[config.mk]
export PLATFORM = sky130hd
export DESIGN_NAME = tff_updown_counter_flat
export DESIGN_NICKNAME = d
export VERILOG_FILES = /design/src/rtl/tff_pkg.sv /design/src/rtl/tff_updown_counter_if.sv /design/src/rtl/tff_cell.sv /design/src/rtl/tff_updown_counter.sv /design/src/flat_wrapper.sv
export SDC_FILE = /design/constraint.sdc
export NUM_CORES = 1
export LEC_CHECK = 0
export BUFFER_PORTS_ARGS = -buffer_cell sky130_fd_sc_hd__buf_2
export CAP_MARGIN = 20
export CORE_MARGIN = 3
export CORE_UTILIZATION = 43
export DETAILED_ROUTE_END_ITERATION = 8
export PLACE_DENSITY_LB_ADDON = 0.15
export SLEW_MARGIN = 20
export SYNTH_ARGS = -nofsm -noshare
export SYNTH_HDL_FRONTEND = slang
export SYNTH_HIERARCHICAL = 1
export SYNTH_SLANG_ARGS = --single-unit
[constraint.sdc]
create_clock -name C -period 1.65 [get_ports C]
set_clock_uncertainty 0.2 [all_clocks]
set_input_delay 0.33 -clock C [delete_from_list [all_inputs] [get_ports C]]
set_output_delay 0.33 -clock C [all_outputs]
set_load 0.01 [all_outputs]
[src/rtl/tff_pkg.sv]
// Shared constants and helpers for the toggle-flop up/down counter.
// Latency: none, pure functions and constants.
// Backpressure: not applicable.
package tff_pkg;

   // Encoding of the UP input.
   localparam logic DIR_UP = 1'b1;
   localparam logic DIR_DN = 1'b0;

   // Helpers work on a fixed maximum width; callers size-cast in and out,
   // so the counter supports WIDTH up to MAX_W.
   localparam int MAX_W = 64;

   // Toggle request that moves the current state q to target d.
   function automatic logic [MAX_W-1:0] tff_toggle_vec(
      input logic [MAX_W-1:0] q,
      input logic [MAX_W-1:0] d
   );
      return q ^ d;
   endfunction

   // Running AND of the lower-order bits: p[0]=1, p[i]=&v[i-1:0].
   // Fed Q it gives the increment toggle chain, fed ~Q the decrement chain.
   function automatic logic [MAX_W-1:0] prefix_and(input logic [MAX_W-1:0] v);
      logic [MAX_W-1:0] p;
      p[0] = 1'b1;
      for (int i = 1; i < MAX_W; i++) begin
         p[i] = p[i-1] & v[i-1];
      end
      return p;
   endfunction

endpackage

[src/rtl/tff_updown_counter_if.sv]
// Control/status bundle between a counter user and the counter.
// Latency: wires only.
// Backpressure: none; the counter accepts a request on every edge.
interface tff_updown_counter_if #(
   parameter int WIDTH = 8
);
   logic             E;
   logic             UP;
   logic             CLR;
   logic             LD;
   logic [WIDTH-1:0] D;
   logic             OVF_ACK;
   logic [WIDTH-1:0] Q;
   logic             TC;
   logic             OVF;

   modport master (output E, UP, CLR, LD, D, OVF_ACK, input Q, TC, OVF);
   modport slave  (input E, UP, CLR, LD, D, OVF_ACK, output Q, TC, OVF);
endinterface

[src/rtl/tff_cell.sv]
// One toggle flip-flop state bit: Q flips on a rising C edge when T is high.
// Latency: 1 cycle from T to Q.
// Backpressure: none.
module tff_cell #(
   parameter logic INIT = 1'b0
) (
   input  logic C,
   input  logic R,
   input  logic T,
   output logic Q
);

   // Toggle state; async active-low reset forces the INIT value.
   always_ff @(posedge C or negedge R) begin
      if (!R) Q <= INIT;
      else    Q <= Q ^ T;
   end

endmodule

[src/rtl/tff_updown_counter.sv]
// Up/down counter built purely from toggle cells; load/clear/saturate are toggle requests.
// Latency: 1 cycle request-to-Q; TC is combinational from Q and UP.
// Backpressure: none; every edge acts on CLR > LD > E > hold.
module tff_updown_counter
   import tff_pkg::*;
#(
   parameter int               WIDTH    = 8,
   parameter bit               SATURATE = 1'b0,
   parameter logic [WIDTH-1:0] RST_VAL  = '0
) (
   input  logic                  C,
   input  logic                  R,
   tff_updown_counter_if.slave   bus
);

   logic [WIDTH-1:0] q;
   logic [WIDTH-1:0] t_vec;
   logic [WIDTH-1:0] t_up;
   logic [WIDTH-1:0] t_dn;
   logic [WIDTH-1:0] t_clr;
   logic [WIDTH-1:0] t_ld;
   logic             tc;
   logic             set_event;
   logic             ovf;

   // Terminal count depends on the direction being requested right now.
   assign tc = (bus.UP == DIR_UP) ? (&q) : ((bus.UP == DIR_DN) & ~(|q));

   // Carry chain for up, borrow chain for down, and the XOR-with-target toggles.
   assign t_up  = WIDTH'(prefix_and(MAX_W'(q)));
   assign t_dn  = WIDTH'(prefix_and(MAX_W'(~q)));
   assign t_clr = WIDTH'(tff_toggle_vec(MAX_W'(q), MAX_W'(RST_VAL)));
   assign t_ld  = WIDTH'(tff_toggle_vec(MAX_W'(q), MAX_W'(bus.D)));

   // Toggle select with CLR > LD > count > hold; a count at TC is a wrap or a saturate attempt.
   always_comb begin
      t_vec     = '0;
      set_event = 1'b0;
      if (bus.CLR) begin
         t_vec = t_clr;
      end else if (bus.LD) begin
         t_vec = t_ld;
      end else if (bus.E) begin
         set_event = tc;
         if (!(SATURATE && tc)) begin
            t_vec = (bus.UP == DIR_UP) ? t_up : t_dn;
         end
      end
   end

   // State bits, each reset to its own RST_VAL bit.
   for (genvar i = 0; i < WIDTH; i++) begin : g_cell
      tff_cell #(
         .INIT (RST_VAL[i])
      ) u_cell (
         .C (C),
         .R (R),
         .T (t_vec[i]),
         .Q (q[i])
      );
   end

   // Sticky overflow flag; a new event beats a same-cycle acknowledge.
   always_ff @(posedge C or negedge R) begin
      if (!R) ovf <= 1'b0;
      else    ovf <= (ovf & ~bus.OVF_ACK) | set_event;
   end

   assign bus.Q   = q;
   assign bus.TC  = tc;
   assign bus.OVF = ovf;

endmodule

[src/flat_wrapper.sv]
// flat-port wrapper written by rule: the top's interface ports become plain ports
module tff_updown_counter_flat import tff_pkg::*;
#(
   parameter int               WIDTH    = 8,
   parameter bit               SATURATE = 1'b0,
   parameter logic [WIDTH-1:0] RST_VAL  = '0
)
  (C, R, bus_E, bus_UP, bus_CLR, bus_LD, bus_D, bus_OVF_ACK, bus_Q, bus_TC, bus_OVF);
  tff_updown_counter_if #(.WIDTH(WIDTH)) bus_i ();
  input  logic C;
  input  logic R;
  input wire logic [$bits(bus_i.E)-1:0] bus_E;
  input wire logic [$bits(bus_i.UP)-1:0] bus_UP;
  input wire logic [$bits(bus_i.CLR)-1:0] bus_CLR;
  input wire logic [$bits(bus_i.LD)-1:0] bus_LD;
  input wire logic [$bits(bus_i.D)-1:0] bus_D;
  input wire logic [$bits(bus_i.OVF_ACK)-1:0] bus_OVF_ACK;
  output wire logic [$bits(bus_i.Q)-1:0] bus_Q;
  output wire logic [$bits(bus_i.TC)-1:0] bus_TC;
  output wire logic [$bits(bus_i.OVF)-1:0] bus_OVF;
  assign bus_i.E = bus_E;
  assign bus_i.UP = bus_UP;
  assign bus_i.CLR = bus_CLR;
  assign bus_i.LD = bus_LD;
  assign bus_i.D = bus_D;
  assign bus_i.OVF_ACK = bus_OVF_ACK;
  assign bus_Q = bus_i.Q;
  assign bus_TC = bus_i.TC;
  assign bus_OVF = bus_i.OVF;
  tff_updown_counter #(.WIDTH(WIDTH), .SATURATE(SATURATE), .RST_VAL(RST_VAL)) u_core (.C(C), .R(R), .bus(bus_i));
endmodule
### After elaboration in Yosys (flattened, before gate mapping)

Cells that the tools add are included.

| storage, ports and cells | value |
|---|---|
| flip-flop bits (word level) | 9 |
| input port bits | 15 |
| output and inout bits | 10 |
| word-level logic and storage cells | 47 |

| cells by class | value |
|---|---|
| muxes and demuxes | 8 |
| bitwise operators | 28 |
| reductions and logical operators | 2 |

Operators by type and width:

| cell | number |
|---|---|
| $mux W8 | 4 |
| $and A1 B1 Y1 | 14 |
| $reduce_and A8 Y1 | 1 |
| $reduce_or A8 Y1 | 1 |
| $xor A1 B1 Y1 | 8 |
| $xor A8 B8 Y8 | 1 |
| $not A7 Y7 | 1 |
| $mux W1 | 4 |
| $not A1 Y1 | 3 |
| $or A1 B1 Y1 | 1 |

### Longest topological paths before layout

Gate-level depths: netlist of the first run.

| depth | value |
|---|---|
| depth after elaboration | 12 |
| gate-level depth with buffers | 6 |
| depth with buffers taken out | 5 |

### Cells and area by module

Netlist of the first run, hierarchy kept.

By module, submodules not included:

| module | times used | cells an instance | area each (µm²) | sequential area each (µm²) |
|---|---|---|---|---|
| tff_updown_counter | 1 | 63 | 436.7 | 25.0 |
| tff_cell | 8 | 2 | 33.8 | 25.0 |

### Worst setup path after synthesis of the first run

Ideal clock, no wire load.

| timing path | value |
|---|---|
| path type | register to output |
| start | reg u_core.g_cell[0].u_cell.Q |
| end | out bus_TC |
| arrival | 1.243 ns |
| required time | 1.120 ns |
| path slack | -0.123 ns |
| cell stages (with the launch flop) | 4 |
| path buffers | 0 |
| path through | dfrtp_1 > or3_4 > nor4_4 > o21ba_2 |

| between the ends | value |
|---|---|
| longest elaborated chain between the ends | 4 |
| elaborated cells on any way between the ends | 5 |
| those cells by class | mux: 1; bitwise: 2; reduce/logical: 2 |

RTL lines:

| item | RTL line | text |
|---|---|---|
| start, declared | tff_cell.sv:10 | `output logic Q` |
| start signal, assigned | tff_cell.sv:16 | `else Q <= Q ^ T;` |
| $reduce_or A8 Y1 | tff_updown_counter.sv:27 | `assign tc = (bus.UP == DIR_UP) ? (&q) : ((bus.UP == DIR_DN) & ~(\|q));` |
| $not A1 Y1 | tff_updown_counter.sv:27 |  |
| $and A1 B1 Y1 | tff_updown_counter.sv:27 |  |
| $mux W1 (*) | tff_updown_counter.sv:27 |  |
| end, declared | flat_wrapper.sv:19 | `output wire logic [$bits(bus_i.TC)-1:0] bus_TC;` |

Mark *: on every way between the ends. The rest lies on a longest branch, timed or not.

### Worst setup path after layout of the first run

Same ends and word-level chain as after synthesis.

==> results of run 1 <==
==> sequential cells by signal, summed over array words and instances, names as in the netlist <==
name                    flops
u_core/g_cell.u_cell/Q      8
u_core/bus.OVF              1
==> final cells by class <==
type / instances / share of cell area (%)
well taps: 16 / 1.806
inverters: 4 / 1.354
flip-flops and latches: 9 / 20.54
multi-input cells: 63 / 44.02
repair buffers: 50 / 29.91
clock buffers: 4 / 2.370
==> layer usage <==
layer | vias to the layer above | wire [um] | track usage [%]
li1 | 392 | - | -
met1 | 368 | 864 | 26.40
met2 | 24 | 965 | 33.24
met3 | 6 | 89 | 1.172
met4 | 0 | 59 | 10.80
met5 | - | 0 | 0
==> placed cells by master, fill, tap and decap left out, drive strengths merged <==
cell type     n
o22ai         1
o211ai        1
o221ai        1
and4          1
o21ai         9
nand2         4
nor2b         5
o21ba         1
clkbuf        4
and3          1
a21o          2
o22a          2
nand3         1
buf          49
inv           4
a21oi         8
or3           1
xnor2         1
nor3b         2
a31oi         3
dfrtp         9
o31ai         1
dlygate4sd3   1
xor2          9
nor4          2
nor2          2
nor3          2
and2          1
mux2          1
a22oi         1
==> per-stage QoR <==
step	utilization, %	cell area, um^2	cells	power [mW]	TNS, ns
finish	72.74	1109	146	1.634	-1.061
global placement	65.35	996.0	138	1.328	-0.3834
global route	72.74	1109	146	1.758	-1.551
detailed placement	65.35	996.0	138	1.352	-0.5222
CTS	69.70	1062	144	1.546	-0.8514
floorplan	-	709.4	79	0.9379	-0.2219
==> worst max-delay path by stage <==
stage	slack [ns]	cells after the start	start	to
final	-0.36	4	u_core/g_cell[0].u_cell/Q	bus_TC
after global routing	-0.42	4	u_core/g_cell[0].u_cell/Q	bus_TC
after CTS	-0.37	4	u_core/g_cell[0].u_cell/Q	bus_TC
after detailed placement	-0.15	5	bus_UP	bus_TC
after global placement	-0.13	5	bus_UP	bus_TC
after floorplan	-0.09	3	u_core/g_cell[0].u_cell/Q	bus_TC
==> logic make-up (layout without fill, tap and decap cells) <==
logic type             Yosys count  count (layout)  synth area share, %
XOR/XNOR                        10              10                12.39
multiplexers                     1               1                1.593
AND/OR/NAND/NOR                 22              22                21.06
AO/OA/AOI/OAI                   30              30                28.32
buffers and inverters            7              58                4.778
flip-flops                       9               9                31.86
==> worst max-delay path, stage by stage, from the launching register on <==
cell	delay, ns
dfrtp_2	0.41
or3_4	0.41
nor4_4	0.15
o21ba_2	0.17
buf_6	0.09
==> where the power goes <==
group          total, mW  internal (mW)  switching (mW)
sequential         0.439          0.336           0.103
combinational       1.02          0.519           0.505
clock              0.171         0.0931          0.0777
==> cells in the mapped netlist <==
master	count	area share [%]
dfrtp_1	9	32
xor2_1	9	11
a21oi_1	8	5.7
o21ai_0	6	4.2
nor2b_1	5	4.4
inv_1	4	2.1
nand2_1	4	2.1
a31oi_1	3	2.7
a21o_1	2	2.1
clkbuf_1	2	1.1
nor2_1	2	1.1
nor3_1	2	1.4
o21ai_1	2	1.4
o22a_1	2	2.5
a22oi_1	1	1.1
and2_1	1	0.89
and3_1	1	0.89
and4_1	1	1.2
buf_6	1	1.6
mux2_2	1	1.6
nand3_1	1	0.71
nor3b_1	1	1.1
nor3b_2	1	1.8
nor4_1	1	0.89
nor4_4	1	3.0
o211ai_1	1	1.1
o21ai_2	1	1.2
o21ba_2	1	1.4
o221ai_2	1	2.1
o22ai_2	1	1.8
o31ai_1	1	1.1
or3_4	1	1.6
xnor2_1	1	1.2
==> timing repair <==
action,CTS,global route
setup endpoints to repair,5,7
pin swaps,5,9
hold buffers,1,0
setup buffers,2,3
gates resized for setup,4,7
endpoints found under the hold margin,9,0
==> impl_metrics.env, run 1 <==
export IMPL_outcome="finished with violations"
export IMPL_violations="setup timing"
export IMPL_hold_path_class="in -> reg"
export IMPL_ir_drop_v=0.0009067
export IMPL_syn2layout_area_growth_pct=56.81
export IMPL_clockBufferDepth=2
export IMPL_wl_per_cell_um=13.55
export IMPL_dpl_hpwl_mm=1.451
export IMPL_end_kind="output port"
export IMPL_ys_ff_latch=9
export IMPL_fmax_mhz=497.5
export IMPL_cellPowerDensity_nw_per_um2=1474
export IMPL_place_ws_ns=-0.1525
export IMPL_postRouteWirelength_mm=1.978
export IMPL_p_leak_nw=0.5252
export IMPL_netlist_instances=79
export IMPL_syn_cell_area_um2=706.9
export IMPL_rrSetupSlack_ns=-0.21
export IMPL_worstPathArrival_ns=1.48
export IMPL_core_area_um2=1524
export IMPL_cts_buffers=3
export IMPL_clkLatencyLatePin_ns=0.25
export IMPL_fin_crit_sh_pct=121.8
export IMPL_detail_route_antenna_nets=0
export IMPL_cts_tree="yes"
export IMPL_start_kind="flip-flop"
export IMPL_whs_ns=0.06250
export IMPL_worstRegToRegCells=6
export IMPL_viasPerCell=5.411
export IMPL_tightestPinTransition_ns=0.3600
export IMPL_pin_count=25
export IMPL_hp_start="bus_OVF_ACK"
export IMPL_place_gp_congestion=0.8098
export IMPL_routed_via_count=790
export IMPL_seq_area_frac_synth_pct=31.86
export IMPL_finalSetupViolCount=7
export IMPL_grtUsageTotal_pct=20.33
export IMPL_synth_nets=94
export IMPL_clkTransAtPathRegs_ns=0.07
export IMPL_finalWorstSetupSlack_ns=-0.3601
export IMPL_critical_path_max_fanout=3
export IMPL_slew_violations=0
export IMPL_netlist_cell_type_count=33
export IMPL_die_y_um=46.55
export IMPL_first_pass_iters=6
export IMPL_hold_violations=0
export IMPL_start_util_pct=46.39
export IMPL_grt_max_degree=11
export IMPL_hold_path_depth=2
export IMPL_slew_headroom_pct=75.90
export IMPL_cap_violations=0
export IMPL_synth_warnings=6
export IMPL_worstReg2RegStart="u_core/g_cell[0].u_cell/Q"
export IMPL_diodes=0
export IMPL_multi_input_area_um2=488.0
export IMPL_row_count=14
export IMPL_grt_pass1_wl_mm=3.105
export IMPL_gr_total_overflow=0
export IMPL_syn_area_per_cell_um2=8.948
export IMPL_grt_pass1_vias=709
export IMPL_die_w_um=46.55
export IMPL_antenna_found_initial=0
export IMPL_drc=0
export IMPL_portBuffers=24
export IMPL_cts_sinks=9
export IMPL_drive_above_1_share_pct=51.54
export IMPL_seq_area_um2=227.7
export IMPL_dieArea_um2=2166
export IMPL_period_minus_slack_ns=2.010
export IMPL_reg2reg_to="u_core/g_cell[6].u_cell/Q"
export IMPL_nNetsFinal=146
export IMPL_drtIter0Drc=17
export IMPL_worstPathRequired_ns=1.12
export IMPL_htree_num_levels=1
export IMPL_root_buffer="clkbuf_4"
export IMPL_hold_path_endpoint="u_core/bus.OVF"
export IMPL_crit_type="reg -> out"
export IMPL_rsz0062_at_grt="true"
export IMPL_fill_cells=111
No activity file was read; power rests on OpenSTA's default activity.
==> run 2: changes to the inputs <==
Settings changed: CTS_BUF_LIST set to sky130_fd_sc_hd__clkbuf_16.
==> run 2 against run 1 <==
Effect of this change: the run still ends with setup timing left; clock power grew 150%; routed wire length up 6.6%; worst hold slack gained 0.025 ns; sequential power barely moved; critical path depth unchanged; utilization grew 4.8 points; worst setup slack better by 0.030 ns; non-clock buffer count increased by 1; cell count grew 0.68%; sequential share of layout area down 1.3 points; critical endpoint unchanged.
==> impl_metrics.env, run 2 (synthesized netlist as in run 1, its figures left out) <==
export IMPL_crit_type="reg -> out"
export IMPL_fin_area_um2=1182
export IMPL_row_count=14
export IMPL_htree_num_levels=1
export IMPL_finalPower_mw=1.933
export IMPL_grt_pass1_wl_mm=3.408
export IMPL_diodes=0
export IMPL_core_area_um2=1524
export IMPL_regMostFlops="u_core/g_cell.u_cell/Q"
export IMPL_end_kind="output port"
export IMPL_startpoint="u_core/g_cell[0].u_cell/Q"
export IMPL_critical_path_max_fanout=2
export IMPL_clkTransAtPathRegs_ns=0.04
export IMPL_hold_violations=0
export IMPL_antenna_found_initial=0
export IMPL_clockBufferDepth=2
export IMPL_drive_above_1_share_pct=53.44
export IMPL_drtIter0Drc=5
export IMPL_hp_start="bus_OVF_ACK"
export IMPL_fmax_mhz=505.1
export IMPL_rsz0062_at_grt="true"
export IMPL_portBuffers=24
export IMPL_start_kind="flip-flop"
export IMPL_first_pass_iters=4
export IMPL_routed_via_count=794
export IMPL_fin_crit_sh_pct=120.0
export IMPL_viasPerCell=5.401
export IMPL_outcome="finished with violations"
export IMPL_pin_count=25
export IMPL_worstPathArrival_ns=1.45
export IMPL_start_util_pct=46.39
export IMPL_dp_cells=138
export IMPL_cellPowerDensity_nw_per_um2=1635
export IMPL_cap_violations=0
export IMPL_finalWorstSetupSlack_ns=-0.3298
export IMPL_final_common_cell="buf_2"
export IMPL_cts_tree="yes"
export IMPL_period_minus_slack_ns=1.980
export IMPL_layoutNonFillerInstCount=147
export IMPL_grt_pass1_vias=774
export IMPL_wl_per_cell_um=14.35
export IMPL_grt_max_degree=11
export IMPL_largest_reg_flops=8
export IMPL_violations="setup timing"
export IMPL_tightestPinTransition_ns=0.3892
export IMPL_cts_sinks=9
export IMPL_slew_violations=0
export IMPL_dpl_cell_area_um2=996.0
export IMPL_final_cell_mix="buf_2 (23), buf_4 (22), xor2_1 (9), a21oi_1 (7), dfrtp_1 (7)"
export IMPL_worstReg2RegStart="u_core/g_cell[0].u_cell/Q"
export IMPL_gr_total_overflow=0
export IMPL_slew_headroom_pct=73.94
export IMPL_die_w_um=46.55
export IMPL_finalSetupViolCount=7
export IMPL_clkLatencyLatePin_ns=0.23
export IMPL_hold_path_class="in -> reg"
export IMPL_nNetsFinal=147
export IMPL_dpl_hpwl_mm=1.451
export IMPL_root_buffer="clkbuf_16"
export IMPL_final_util_pct=77.59
export IMPL_p_leak_nw=0.5627
export IMPL_die_y_um=46.55
export IMPL_worstPathRequired_ns=1.12
export IMPL_rrSetupSlack_ns=-0.25
export IMPL_cts_buffers=3
export IMPL_drc=0
export IMPL_detail_route_antenna_nets=0
export IMPL_dieArea_um2=2166
export IMPL_fill_cells=93
export IMPL_ir_drop_v=0.001022
export IMPL_postRouteWirelength_mm=2.109
export IMPL_grtUsageTotal_pct=22.40
export IMPL_place_gp_congestion=0.8098
export IMPL_syn2layout_area_growth_pct=67.26
-- run 2: changes by cell type in the layout (fill, tap and decap cells not counted), sizes merged --
cell	previous run	this run
clkbuf	4	3
inv	4	5
buf	49	50
-- run 2: path summary, 6_finish.rpt --
kind	cells after the start	endpoint
max	4	bus_TC
min	2	u_core/bus.OVF
max reg2reg	7	u_core/g_cell[4].u_cell/Q
min reg2reg	2	u_core/bus.OVF
max in group asynchronous	2	u_core/g_cell[0].u_cell/Q
min in group asynchronous	2	u_core/g_cell[3].u_cell/Q
-- run 2: area by class of cell --
type / instances / area, um^2 / area share (%)
multi-input combinational: 63 / 494.2 / 41.80
timing repair buffer: 51 / 346.6 / 29.31
sequential: 9 / 227.7 / 19.26
clock buffer: 3 / 75.07 / 6.349
tap: 16 / 20.02 / 1.693
inverter: 4 / 15.01 / 1.270
clock inverter: 1 / 3.754 / 0.3175
-- run 2: critical path: stages (launching register included) --
cell     delay, ns
dfrtp_2       0.40
or3_4         0.41
nor4_4        0.15
o21ba_2       0.17
buf_6         0.09
-- run 2: metal layers --
| layer | routed length [um] | GRT usage [%] | vias to the layer above |
|---|---|---|---|
| met3 | 91 | 3.906 | 4 |
| met5 | 0 | 0 | - |
| met2 | 1051 | 35.44 | 21 |
| met4 | 37 | 13.07 | 0 |
| met1 | 929 | 28.04 | 377 |
| li1 | - | - | 392 |
-- run 2: power by group --
part	internal (mW)	switching, mW
Combinational	0.543	0.527
Clock	0.317	0.105
Sequential	0.337	0.103
-- run 2: metrics by stage --
step                TNS [ns]  worst slack [ns]  hold WS, ns
CTS                   -1.184           -0.3219      0.08806
global route          -1.573           -0.3772       0.1037
global placement     -0.3834           -0.1313    -0.006174
floorplan            -0.2219          -0.09491      -0.1656
detailed placement   -0.5222           -0.1525    -0.003772
finish                -1.157           -0.3298      0.08767
-- run 2: repair_timing --
| action | 4_1_cts | 5_1_grt |
|---|---|---|
| setup buffers | 4 | 2 |
| endpoints found under the hold margin | 9 | 0 |
| hold buffers | 1 | 0 |
| setup endpoints to repair | 5 | 9 |
| pin swaps | 8 | 9 |
| resized for setup | 10 | 7 |
